<file path="src/rtl/alu_exec_ctrl_if.sv">
// Instruction handshake, ALU drive/return and status bus of the execute-stage sequencer.
// master = instruction source and ALU side; slave = the sequencer itself.
interface alu_exec_ctrl_if;
  logic       instr_valid;
  logic       instr_ready;
  logic [2:0] instr_op;
  logic [7:0] instr_operand;
  logic [7:0] alu_a;
  logic [7:0] alu_b;
  logic       alu_sub;
  logic [2:0] alu_op_select;
  logic [7:0] alu_result;
  logic [7:0] acc;
  logic       zero_flag;
  logic       neg_flag;
  logic       div_zero_flag;
  logic       done;

  modport master (
    output instr_valid, instr_op, instr_operand, alu_result,
    input  instr_ready, alu_a, alu_b, alu_sub, alu_op_select,
    input  acc, zero_flag, neg_flag, div_zero_flag, done
  );

  modport slave (
    input  instr_valid, instr_op, instr_operand, alu_result,
    output instr_ready, alu_a, alu_b, alu_sub, alu_op_select,
    output acc, zero_flag, neg_flag, div_zero_flag, done
  );
endinterface

</file>
<file path="src/rtl/alu_exec_ctrl.sv">
// Execute-stage sequencer: owns accumulator and data register, holds ALU inputs stable for a
// per-op settle time, then captures the combinational ALU result and updates status flags.
module alu_exec_ctrl #(
  parameter int unsigned SETTLE_CYCLES        = 1,
  parameter int unsigned MULDIV_SETTLE_CYCLES = 4,
  parameter logic [7:0]  ACC_RESET            = 8'h00
) (
  input logic             clk,
  input logic             rst_n,
  alu_exec_ctrl_if.slave  bus
);

  localparam logic [2:0] OpSub = 3'd1;
  localparam logic [2:0] OpMul = 3'd4;
  localparam logic [2:0] OpDiv = 3'd5;
  localparam logic [2:0] OpLda = 3'd6;
  localparam logic [2:0] OpNop = 3'd7;

  typedef enum logic {StIdle, StExec} state_e;

  state_e     state_q, state_d;
  logic [7:0] acc_q, acc_d;
  logic [7:0] data_q, data_d;
  logic [2:0] op_q, op_d;
  logic [7:0] cnt_q, cnt_d;
  logic       zero_q, zero_d;
  logic       neg_q, neg_d;
  logic       dz_q, dz_d;
  logic       done_q, done_d;

  always_ff @(posedge clk or negedge rst_n) begin
    if (!rst_n) begin
      state_q <= StIdle;
      acc_q   <= ACC_RESET;
      data_q  <= 8'h00;
      op_q    <= 3'd0;
      cnt_q   <= 8'h00;
      zero_q  <= 1'b0;
      neg_q   <= 1'b0;
      dz_q    <= 1'b0;
      done_q  <= 1'b0;
    end else begin
      state_q <= state_d;
      acc_q   <= acc_d;
      data_q  <= data_d;
      op_q    <= op_d;
      cnt_q   <= cnt_d;
      zero_q  <= zero_d;
      neg_q   <= neg_d;
      dz_q    <= dz_d;
      done_q  <= done_d;
    end
  end

  always_comb begin
    state_d = state_q;
    acc_d   = acc_q;
    data_d  = data_q;
    op_d    = op_q;
    cnt_d   = cnt_q;
    zero_d  = zero_q;
    neg_d   = neg_q;
    dz_d    = dz_q;
    done_d  = 1'b0;

    unique case (state_q)
      StIdle: begin
        if (bus.instr_valid) begin
          op_d   = bus.instr_op;
          data_d = bus.instr_operand;
          done_d = 1'b1;
          if (bus.instr_op == OpLda) begin
            acc_d  = bus.instr_operand;
            zero_d = (bus.instr_operand == 8'h00);
            neg_d  = bus.instr_operand[7];
            dz_d   = 1'b0;
          end else if (bus.instr_op == OpNop) begin
            // Completes immediately with no state change.
          end else if (bus.instr_op == OpDiv && bus.instr_operand == 8'h00) begin
            // Divide by zero never reaches the ALU capture.
            dz_d = 1'b1;
          end else begin
            done_d  = 1'b0;
            state_d = StExec;
            cnt_d   = (bus.instr_op == OpMul || bus.instr_op == OpDiv) ?
                      8'(MULDIV_SETTLE_CYCLES) : 8'(SETTLE_CYCLES);
          end
        end
      end
      StExec: begin
        if (cnt_q == 8'd1) begin
          acc_d   = bus.alu_result;
          zero_d  = (bus.alu_result == 8'h00);
          neg_d   = bus.alu_result[7];
          dz_d    = 1'b0;
          done_d  = 1'b1;
          state_d = StIdle;
        end
        cnt_d = cnt_q - 8'd1;
      end
      default: state_d = StIdle;
    endcase
  end

  // ALU inputs come straight from registers so they stay constant across EXEC.
  assign bus.instr_ready   = (state_q == StIdle);
  assign bus.alu_a         = acc_q;
  assign bus.alu_b         = data_q;
  assign bus.alu_op_select = op_q;
  assign bus.alu_sub       = (op_q == OpSub);
  assign bus.acc           = acc_q;
  assign bus.zero_flag     = zero_q;
  assign bus.neg_flag      = neg_q;
  assign bus.div_zero_flag = dz_q;
  assign bus.done          = done_q;

endmodule

</file>
<file path="src/flat_wrapper.sv">
// flat-port wrapper written by rule: the top's interface ports become plain ports
module alu_exec_ctrl_flat 
#(
  parameter int unsigned SETTLE_CYCLES        = 1,
  parameter int unsigned MULDIV_SETTLE_CYCLES = 4,
  parameter logic [7:0]  ACC_RESET            = 8'h00
)
  (clk, rst_n, bus_instr_valid, bus_instr_op, bus_instr_operand, bus_alu_result, bus_instr_ready, bus_alu_a, bus_alu_b, bus_alu_sub, bus_alu_op_select, bus_acc, bus_zero_flag, bus_neg_flag, bus_div_zero_flag, bus_done);
  alu_exec_ctrl_if bus_i ();
  input logic clk;
  input logic rst_n;
  input wire logic [$bits(bus_i.instr_valid)-1:0] bus_instr_valid;
  input wire logic [$bits(bus_i.instr_op)-1:0] bus_instr_op;
  input wire logic [$bits(bus_i.instr_operand)-1:0] bus_instr_operand;
  input wire logic [$bits(bus_i.alu_result)-1:0] bus_alu_result;
  output wire logic [$bits(bus_i.instr_ready)-1:0] bus_instr_ready;
  output wire logic [$bits(bus_i.alu_a)-1:0] bus_alu_a;
  output wire logic [$bits(bus_i.alu_b)-1:0] bus_alu_b;
  output wire logic [$bits(bus_i.alu_sub)-1:0] bus_alu_sub;
  output wire logic [$bits(bus_i.alu_op_select)-1:0] bus_alu_op_select;
  output wire logic [$bits(bus_i.acc)-1:0] bus_acc;
  output wire logic [$bits(bus_i.zero_flag)-1:0] bus_zero_flag;
  output wire logic [$bits(bus_i.neg_flag)-1:0] bus_neg_flag;
  output wire logic [$bits(bus_i.div_zero_flag)-1:0] bus_div_zero_flag;
  output wire logic [$bits(bus_i.done)-1:0] bus_done;
  assign bus_i.instr_valid = bus_instr_valid;
  assign bus_i.instr_op = bus_instr_op;
  assign bus_i.instr_operand = bus_instr_operand;
  assign bus_i.alu_result = bus_alu_result;
  assign bus_instr_ready = bus_i.instr_ready;
  assign bus_alu_a = bus_i.alu_a;
  assign bus_alu_b = bus_i.alu_b;
  assign bus_alu_sub = bus_i.alu_sub;
  assign bus_alu_op_select = bus_i.alu_op_select;
  assign bus_acc = bus_i.acc;
  assign bus_zero_flag = bus_i.zero_flag;
  assign bus_neg_flag = bus_i.neg_flag;
  assign bus_div_zero_flag = bus_i.div_zero_flag;
  assign bus_done = bus_i.done;
  alu_exec_ctrl #(.SETTLE_CYCLES(SETTLE_CYCLES), .MULDIV_SETTLE_CYCLES(MULDIV_SETTLE_CYCLES), .ACC_RESET(ACC_RESET)) u_core (.clk(clk), .rst_n(rst_n), .bus(bus_i));
endmodule
</file>
<file path="config.mk">
export PLATFORM = sky130hd
export DESIGN_NAME = alu_exec_ctrl_flat
export DESIGN_NICKNAME = d
export VERILOG_FILES = /design/src/rtl/alu_exec_ctrl_if.sv /design/src/rtl/alu_exec_ctrl.sv /design/src/flat_wrapper.sv
export SDC_FILE = /design/constraint.sdc
export NUM_CORES = 1
export LEC_CHECK = 0
export ABC_CLOCK_PERIOD_IN_PS = 4200
export CAP_MARGIN = 30
export CORE_ASPECT_RATIO = 1.4
export CORE_MARGIN = 10
export CORE_UTILIZATION = 37
export CTS_BUF_LIST = sky130_fd_sc_hd__clkbuf_4
export DETAILED_ROUTE_END_ITERATION = 8
export MAX_ROUTING_LAYER = met4
export PLACE_DENSITY = 0.66
export SLEW_MARGIN = 15
export SYNTH_ARGS = -nofsm -noshare
export SYNTH_HDL_FRONTEND = slang
export SYNTH_SLANG_ARGS = --single-unit
</file>
<file path="constraint.sdc">
create_clock -name clk -period 4.2 [get_ports clk]
set_clock_uncertainty 0.2 [all_clocks]
set_input_delay 0.42 -clock clk [delete_from_list [all_inputs] [get_ports clk]]
set_output_delay 0.42 -clock clk [all_outputs]
set_load 0.01 [all_outputs]
</file>
==> results.md, run 1 <==
* Status: complete, no violations
* Worst hold path class: primary input to async pin
* Initial antenna violation count at 0
* Crit end category: primary output
* Core area at 4200 um2
* Number of global-route vias before repair at 1444
* CP required at 3.58 ns
* Postcts setup bufs at 0
* Max-Cap Viols at 0
* Final Critical Period at 2.51 ns
* # resized after CTS at 0
* GRT Util Overall at 12.9%
* Slew @ Worst Pin at 0.814 ns
* Sink Count at 31
* CP Launch Type: register
* Clock root cell: clkbuf_4
* Clock latency on the worst-skew pair at 0.32 ns
* Crit path to: bus_instr_ready
* Clock Tree Buf Depth at 2
* Crit path largest cell delay at approximately 0.83 ns
* PD cells at roughly 630 nW/um2
* Final setup violation count at 0
* Worst slew margin at a little under half
* Synth area leader: dfrtp_1
* Filler Cell Count at roughly 410
* Overflow after GRT at 0
* Fmax at 398 MHz
* Number of synthesized flops with an enable pin at 0
* Worst-path fanout max at 23
* Hold_buf cts at 0
* Initial Util at between 30% and 40%
* DRT Pass-1 Iters at 4
* Post-route setup TNS at 0 ns
* Layout area overhead at 35.1%
* Share of the synthesized area in the top cell type at 48.5%
* Flops & latches, synth at 31
* Nets at 225
* RSZ-0062 raised after global routing: false
* Top delay family on crit path: flip-flops
* Seq/Total Area, Yosys at between 40% and 50%
* Final Cycle Share at 59.8%
* Global placer's final weighted congestion at 0.775
* Peak VDD IR at 0.000372 V
* Vias per cell at 5.38
* Pin count of the biggest net entering global routing at 32
* Chip height at 97.8 um
* Mapped cell area at 1600 um2
* DR iter-0 viols at 24
* DRT Wirelength at 4330 um
* IO Port Bufs at 54
* Reg2reg path depth at 3
* Yosys warnings at 0
* Die extent in x at around 76 um
* DR vias at 1317
* CTS tree: yes
* Drt wl/cell at 17.7 um
* DP HPWL at 3530 um
* First-pass GRT wire length at 7270 um
* Yosys cell types at 36
* TritonCTS Buffers at 5
* Antenna Nets Post-Route at 0
* Final slew viol count at 0
* Top cells by area, synth: dfrtp_1 49%, nand2_1 8.7%, mux2_1 5.6%, mux2_2 5.6%, buf_4 4.2%
* Ports at 55
* DRC viols at 0
* # diodes at 0
* Worst path depth at 2
* Flop2flop setup slack at 1.89 ns
* Critical path type: register to primary output
* Setup crit start: u_core.state_q$_DFF_PN0_
* Crit path max-delay cell type: dfrtp_1
* Leak at ~0.00093 uW
* Post-Route Utilization at between 50% and 60%
* RR Startpoint: u_core.state_q$_DFF_PN0_
* Per-instance average area after synthesis at 10.5 um2
* Top_reg_cell synth: dfrtp_1
* CP cell instances: inv_1 -> clkdlybuf4s50_1
* Syn Nets at between 150 and 200
* Final hold vios at 0
* Worst path arrival time at between 1.5 and 2 ns
* Die area at around 7400 um2
* Worst flop-to-flop path endpoint: u_core.cnt_q[5]$_DFFE_PN0P_
* Crit path buf inv count at 2
* Worst-path clk slew at 0.09 ns
* Row count at 28
* Async set or reset register ratio after synthesis at 100%
* Number of H-tree levels at 2
* Syn Inst Count at ~150
* Layout cells sized above 1 at a little over a tenth
worst reg2reg max path: stages, from the launching register on:
cell and delay (ns):
dfrtp_1 0.83, or4b_4 0.59, or4_1 0.43, a22oi_1 0.18
per-stage QoR:
stage	cells	hold WS [ns]	area (um2)	setup slack (ns)	total power, uW
after floorplan	153	-0.0756	1600	2.39	885
after global placement	239	0.260	2110	1.87	1210
after detailed placement	239	0.270	2110	1.78	1230
after CTS	245	0.276	2160	1.67	1390
after global routing	245	0.306	2160	1.53	1470
final	245	0.280	2160	1.69	1370
Yosys cell counts, drive strengths merged (3+ instances only):
cell / number
nand2: 37
mux2: 16
nor2: 3
or4: 3
buf: 12
nor2b: 3
inv: 4
a31oi: 3
a21oi: 3
nor4: 5
a22oi: 3
dfrtp: 31
a221oi: 3
final cells by class:
cell class	instances	area, um2	share of cell area, %
Sequential cell	31	776	35.9
Multi-Input combinational cell	104	719	33.3
Inverter	4	15.0	0.695
Timing Repair Buffer	55	548	25.4
Tap cell	45	56.3	2.61
Clock buffer	6	45.0	2.09
registers in the layout (all words and copies together) (netlist names):
register,flops
u_core.bus.neg_flag,1
u_core.bus.div_zero_flag,1
u_core.bus.acc,7
u_core.bus.done,1
u_core.state_q,1
u_core.bus.zero_flag,1
u_core.bus.alu_op_select,3
u_core.bus.alu_b,8
u_core.cnt_q,8
metal layers:
| metal | share of wire [%] | vias up | global-route usage, % |
|---|---|---|---|
| li1 | - | 626 | - |
| met1 | 40 | 640 | 14.4 |
| met2 | 52 | 46 | 20.7 |
| met3 | 6.9 | 5 | 4.46 |
| met4 | 1.2 | 0 | 3.87 |
| met5 | 0 | - | - |
power breakdown:
group / internal [uW] / switching, uW
registers: 433 / 125
logic: 387 / 265
clock network: 65.8 / 89.1
total: 886 / 480
kinds of logic after synthesis:
kind of cell | after synthesis | share of synthesized area (%)
AND/OR/NAND/NOR | 62 | 20.9
flip-flops | 31 | 48.5
AO/OA/AOI/OAI | 21 | 9.62
buffers and inverters | 18 | 6.49
multiplexers | 16 | 11.3
XOR/XNOR | 3 | 1.64
adder cells (fa/ha/maj) | 2 | 1.56
how the worst min path moves through the flow:
stage | endpoint | slack [ns] | cells past startpoint
floorplan | u_core.bus.acc[0]$_DFFE_PN0P_ | -0.08 | 0
global placement | u_core.bus.alu_b[4]$_DFFE_PN0P_ | 0.26 | 2
detailed placement | u_core.bus.alu_b[5]$_DFFE_PN0P_ | 0.27 | 2
CTS | u_core.cnt_q[1]$_DFFE_PN0P_ | 0.28 | 2
global route | u_core.bus.alu_b[7]$_DFFE_PN0P_ | 0.31 | 2
finish | u_core.bus.zero_flag$_DFFE_PN0P_ | 0.28 | 2
placed cells by master, fill, tap and decap left out:
cell / instances
a22oi_1: 3
nor2b_1: 3
mux2_1: 8
nand3_1: 2
dfrtp_1: 31
a22o_1: 2
a21oi_1: 3
xor2_1: 2
nand4bb_1: 1
or4b_4: 1
nor3b_1: 1
clkdlybuf4s50_1: 54
o31ai_1: 2
nand2b_1: 2
a31oi_1: 3
or3_1: 1
nor4_2: 3
nand2_1: 37
o211ai_1: 1
and4bb_4: 1
nor4_1: 2
ha_1: 2
nor2_1: 3
clkbuf_4: 6
inv_1: 4
or4_1: 3
o21ai_0: 2
o311a_2: 1
and3b_1: 1
a221oi_1: 3
nand4_1: 1
buf_4: 1
xnor2_1: 1
a21bo_2: 1
mux2_2: 8
Note: power is estimated with default switching activity, not from simulation.
==> inputs of run 2 (changes only) <==
--- a/config.mk
+++ b/config.mk
@@ -5,7 +5,7 @@
 export SDC_FILE = /design/constraint.sdc
 export NUM_CORES = 1
 export LEC_CHECK = 0
-export ABC_CLOCK_PERIOD_IN_PS = 4200
+export ABC_CLOCK_PERIOD_IN_PS = 2450
 export CAP_MARGIN = 30
 export CORE_ASPECT_RATIO = 1.4
 export CORE_MARGIN = 10
==> constraint.sdc (replaced) <==
create_clock -name clk -period 2.45 [get_ports clk]
set_clock_uncertainty 0.2 [all_clocks]
set_input_delay 0.245 -clock clk [delete_from_list [all_inputs] [get_ports clk]]
set_output_delay 0.245 -clock clk [all_outputs]
set_load 0.01 [all_outputs]
==> results.md, run 2 (synthesized netlist as in run 1, its figures left out) <==
* DP HPWL at 3550 um
* Worst-path fanout max at 10
* Die extent in x at ~76 um
* CTS tree: yes
* DRT Wirelength at 4390 um
* Layout cells sized above 1 at between 10% and 20%
* Worst flop-to-flop path endpoint: u_core.bus.neg_flag$_DFFE_PN0P_
* Worst-path clk slew at between 0.1 and 0.15 ns
* Final Critical Period at approximately 2 ns
* Antenna Nets Post-Route at 0
* Filler Cell Count at 392
* RSZ-0062 raised after global routing: false
* Core area at 4200 um2
* Worst hold path class: primary input to async pin
* DR vias at 1324
* Max-Cap Viols at 0
* Status: complete, no violations
* Die area at 7390 um2
* Critical path type: register to register
* Worst slew margin at 71.4%
* Sink Count at 31
* First-pass GRT wire length at 7360 um
* Row count at 28
* Nets at between 200 and 250
* Clock root cell: clkbuf_4
* Post-Route Utilization at between 50% and 60%
* Initial antenna violation count at 0
* Ports at 55
* Number of H-tree levels at 2
* Leak at 0.000957 uW
* Most frequent cells in the layout: 54 x clkdlybuf4s50_1, 37 x nand2_1, 31 x dfrtp_1
* Layout area overhead at 37.2%
* Global placer's final weighted congestion at 0.771
* Hold_buf cts at 0
* Initial Util at about two fifths
* Drt wl/cell at 17.5 um
* Overflow after GRT at 0
* CP required at around 2.5 ns
* Reg area at 776 um2
* CP Launch Type: register
* Fmax at 490 MHz
* Final Cycle Share at a little over four fifths
* Crit end category: register
* Final slew viol count at 0
* Slew @ Worst Pin at 0.426 ns
* Clock Tree Buf Depth at 2
* Most common cell after layout, fill and taps aside: clkdlybuf4s50_1
* Postcts setup bufs at 0
* Worst path arrival time at 2.07 ns
* Number of global-route vias before repair at 1470
* GRT Util Overall at 13.3%
* IO Port Bufs at 54
* Final hold vios at 0
* Pin count of the biggest net entering global routing at 32
* DR iter-0 viols at 105
* Flop2flop setup slack at 0.41 ns
* RR Startpoint: u_core.cnt_q[4]$_DFFE_PN0P_
* Area of the multi-input gates at 719 um2
* Chip height at ~100 um
* # diodes at 0
* PD cells at about 1100 nW/um2
* Finished layout cell area at 2190 um2
* DRC viols at 0
* Post-DP Area at 2140 um2
* Post-route setup TNS at 0 ns
* Peak VDD IR at 0.000637 V
* Reg2reg path depth at 3
* DRT Pass-1 Iters at 4
* Vias per cell at 5.30
* # resized after CTS at 0
* Clock latency on the worst-skew pair at 0.34 ns
* Final setup violation count at 0
* TritonCTS Buffers at 5
## run 2: changes by cell type in the layout (fill, tap and decap cells not counted)
cell	before	now
clkbuf_4	6	7
clkinv_2	0	1
buf_4	1	4
## run 2: worst max path at each step
stage	start	endpoint	slack [ns]	cells after the start
3_3_place_gp	bus_instr_operand[6]	u_core.bus.div_zero_flag$_DFFE_PN0P_	0.28	4
3_5_place_dp	bus_instr_operand[6]	u_core.bus.div_zero_flag$_DFFE_PN0P_	0.20	4
6_report	u_core.cnt_q[4]$_DFFE_PN0P_	u_core.bus.neg_flag$_DFFE_PN0P_	0.41	3
4_1_cts	u_core.cnt_q[4]$_DFFE_PN0P_	u_core.bus.neg_flag$_DFFE_PN0P_	0.39	3
2_1_floorplan	u_core.state_q$_DFF_PN0_	u_core.bus.acc[0]$_DFFE_PN0P_	0.64	4
5_1_grt	u_core.cnt_q[4]$_DFFE_PN0P_	u_core.bus.acc[2]$_DFFE_PN0P_	0.24	3
## run 2: worst max-delay path, cell delays in order, from the launching register on
cell	delay (ns)
dfrtp_1	0.47
nor4_2	0.40
a22o_1	0.49
mux2_1	0.37
## run 2: final cells by class
cell class              instances  share of cell area [%]
flip-flops and latches         31                    35.3
clock inverters                 1                   0.228
well taps                      45                    2.57
inverters                       4                   0.684
multi-input cells             104                    32.8
clock buffers                   7                    2.39
repair buffers                 58                    26.0
## run 2: routing by layer
| metal | vias to the layer above | global-route usage [%] | routed length, um |
|---|---|---|---|
| li1 | 635 | - | - |
| met1 | 639 | 14.1 | 1770 |
| met2 | 44 | 21.6 | 2220 |
| met3 | 6 | 5.78 | 333 |
| met4 | 0 | 3.87 | 58 |
| met5 | - | - | 0 |
## run 2: per-stage QoR
stage	total power (uW)	hold slack, ns	std cells	worst slack, ns
floorplan	1520	-0.251	153	0.643
global placement	2070	0.262	242	0.282
detailed placement	2110	0.262	242	0.198
CTS	2430	0.0930	250	0.394
global route	2570	0.116	250	0.244
finish	2390	0.0865	250	0.411
## run 2: power breakdown
group | total, uW | internal [uW] | switching, uW
clock network | 316 | 134 | 182
logic | 1140 | 667 | 470
registers | 940 | 742 | 198
==> inputs of run 3 (changes only) <==
--- a/config.mk
+++ b/config.mk
@@ -5,7 +5,7 @@
 export SDC_FILE = /design/constraint.sdc
 export NUM_CORES = 1
 export LEC_CHECK = 0
-export ABC_CLOCK_PERIOD_IN_PS = 2450
+export ABC_CLOCK_PERIOD_IN_PS = 1800
 export CAP_MARGIN = 30
 export CORE_ASPECT_RATIO = 1.4
 export CORE_MARGIN = 10
@@ -13,7 +13,7 @@
 export CTS_BUF_LIST = sky130_fd_sc_hd__clkbuf_4
 export DETAILED_ROUTE_END_ITERATION = 8
 export MAX_ROUTING_LAYER = met4
-export PLACE_DENSITY = 0.66
+export PLACE_DENSITY = 0.69
 export SLEW_MARGIN = 15
 export SYNTH_ARGS = -nofsm -noshare
 export SYNTH_HDL_FRONTEND = slang
==> constraint.sdc (replaced) <==
create_clock -name clk -period 1.8 [get_ports clk]
set_clock_uncertainty 0.2 [all_clocks]
set_input_delay 0.18 -clock clk [delete_from_list [all_inputs] [get_ports clk]]
set_output_delay 0.18 -clock clk [all_outputs]
set_load 0.01 [all_outputs]
==> results.md, run 3 (synthesized netlist as in run 1, its figures left out) <==
* RSZ-0062 raised after global routing: true
* Uppermost layer routed: met4
* Initial antenna violation count at 0
* # diodes at 0
* Crit path largest cell delay at around 0.57 ns
* Worst hold slack at 0.0484 ns
* Leak at 0.00116 uW
* WL met1 at 1910 um
* Crit path max-delay cell type: or4b_4
* Clock latency on the worst-skew pair at 0.33 ns
* Worst-path clk slew at around 0.10 ns
* Die extent in x at approximately 76 um
* DRT Pass-1 Iters at 4
* CP Launch Type: register
* Final Critical Period at ~1.9 ns
* Vias per cell at 5.17
* Sink Count at 31
* Number of H-tree levels at 2
* Post-Route Utilization at between 60% and 70%
* Failing checks: setup timing
* Number of global-route vias before repair at between 1.5k and 2k
* Die area at roughly 7400 um2
* Hold_buf cts at 0
* Crit path buf inv count at 0
* WL met2 at 2630 um
* Nets at 260
* Fmax at 531 MHz
* Layout cells sized above 1 at 33.8%
* Final Worst Setup Slack at -0.0823 ns
* Status: complete, but fails checks
* First-pass GRT wire length at approximately 7800 um
* Clock root cell: clkbuf_4
* Crit end category: register
* DRT Wirelength at a little under 5000 um
* Most common cell after layout, fill and taps aside: clkdlybuf4s50_1
* Chip height at roughly 98 um
* Final setup violation count at 10
* Slew @ Worst Pin at 0.407 ns
* DR vias at 1459
* IO Port Bufs at 54
* CP cell instances: or4b_4 -> or4_4 -> a22oi_2
* CP required at 1.85 ns
* Wire length on met3 at 266 um
* Final slew viol count at 0
* Final Cycle Share at 105%
* Final hold vios at 0
* Worst-path fanout max at 3
* Most frequent cells in the layout: 52 x clkdlybuf4s50_1, 37 x nand2_1, 32 x buf_4
* Drt wl/cell at 17.2 um
* Global placer's final weighted congestion at 0.875
* Max-Cap Viols at 0
* Critical path type: register to register
* Initial Util at 38.0%
* Layout area overhead at 61.7%
* Peak VDD IR at 0.000844 V
* Ports at 55
* DRC viols at 0
* Pin count of the biggest net entering global routing at 32
* Worst path arrival time at 1.93 ns
* Row count at 28
* Clock Tree Buf Depth at 2
* DR iter-0 viols at 73
* Top delay family on crit path: simple AND/OR/NAND/NOR gates
* Worst hold path class: primary input to async pin
* DP HPWL at 3790 um
* Worst slew margin at 72.8%
* CTS tree: yes
* Core area at 4200 um2
* Total power at 3730 uW
* GRT Util Overall at 13.8%
* PD cells at between 1000 and 1500 nW/um2
* Overflow after GRT at 0
* Antenna Nets Post-Route at 0
* TritonCTS Buffers at 5
==> run 3: changes by cell type in the layout (fill, tap and decap cells not counted), sizes merged <==
cell,previous run,this run
buf,4,35
clkbuf,7,8
clkdlybuf4s50,54,52
dlygate4sd2,0,2
==> run 3: routing by layer <==
metal / vias up / global-route usage, %
met5: - / -
met3: 6 / 4.36
met4: 0 / 4.45
met2: 50 / 23.6
met1: 696 / 14.4
li1: 707 / -
==> run 3: final timing paths <==
| check | startpoint | endpoint | slack (ns) | depth (start not counted) |
|---|---|---|---|---|
| setup / recovery | u_core.cnt_q[1]$_DFFE_PN0P_ | u_core.cnt_q[5]$_DFFE_PN0P_ | -0.08 | 3 |
| hold / removal | rst_n | u_core.cnt_q[6]$_DFFE_PN0P_ | 0.05 | 2 |
| setup reg to reg | u_core.cnt_q[1]$_DFFE_PN0P_ | u_core.cnt_q[5]$_DFFE_PN0P_ | -0.08 | 3 |
| hold reg to reg | u_core.bus.alu_b[3]$_DFFE_PN0P_ | u_core.bus.alu_b[3]$_DFFE_PN0P_ | 0.29 | 2 |
| max in group asynchronous | rst_n | u_core.cnt_q[0]$_DFFE_PN0P_ | 1.04 | 2 |
| min in group clk | u_core.bus.alu_b[3]$_DFFE_PN0P_ | u_core.bus.alu_b[3]$_DFFE_PN0P_ | 0.29 | 2 |
==> run 3: layout make-up <==
class / count / area (um2)
tap: 45 / 56.3
sequential: 31 / 777
clock inverter: 1 / 5.00
multi-input combinational: 104 / 835
fill: 370 / 1620
inverter: 4 / 15.0
clock buffer: 7 / 52.6
timing repair buffer: 90 / 846
==> run 3: worst register-to-register path, delay by kind of cell, from the launching register on <==
| family | cells | cell delay [ns] |
|---|---|---|
| AND/OR/NAND/NOR | 2 | 1.00 |
| flip-flops | 1 | 0.42 |
| AO/OA/AOI/OAI | 1 | 0.18 |
==> run 3: per-stage QoR <==
step	cell area [um2]	setup WS, ns	setup TNS, ns	instances
floorplan	1610	0.0155	0	153
global placement	2380	-0.0466	-0.341	271
detailed placement	2380	-0.135	-1.06	271
CTS	2460	-0.0584	-0.449	280
global route	2590	-0.101	-0.823	282
finish	2590	-0.0823	-0.506	282
==> run 3: report_power, final <==
| group | switching [uW] | leakage, uW | internal [uW] | total, uW |
|---|---|---|---|---|
| Sequential | 278 | 0.000385 | 1010 | 1290 |
| Combinational | 791 | 0.000736 | 1230 | 2020 |
| Clock | 233 | 0.0000361 | 182 | 415 |
| Total | 1300 | 0.00116 | 2430 | 3730 |
==> run 3: repair_timing <==
item                       4_1_cts  5_1_grt
resized for setup                7       21
setup endpoints to repair       13       12
pin swaps                        2        8
cloned                           0        1
setup buffers                    1        1
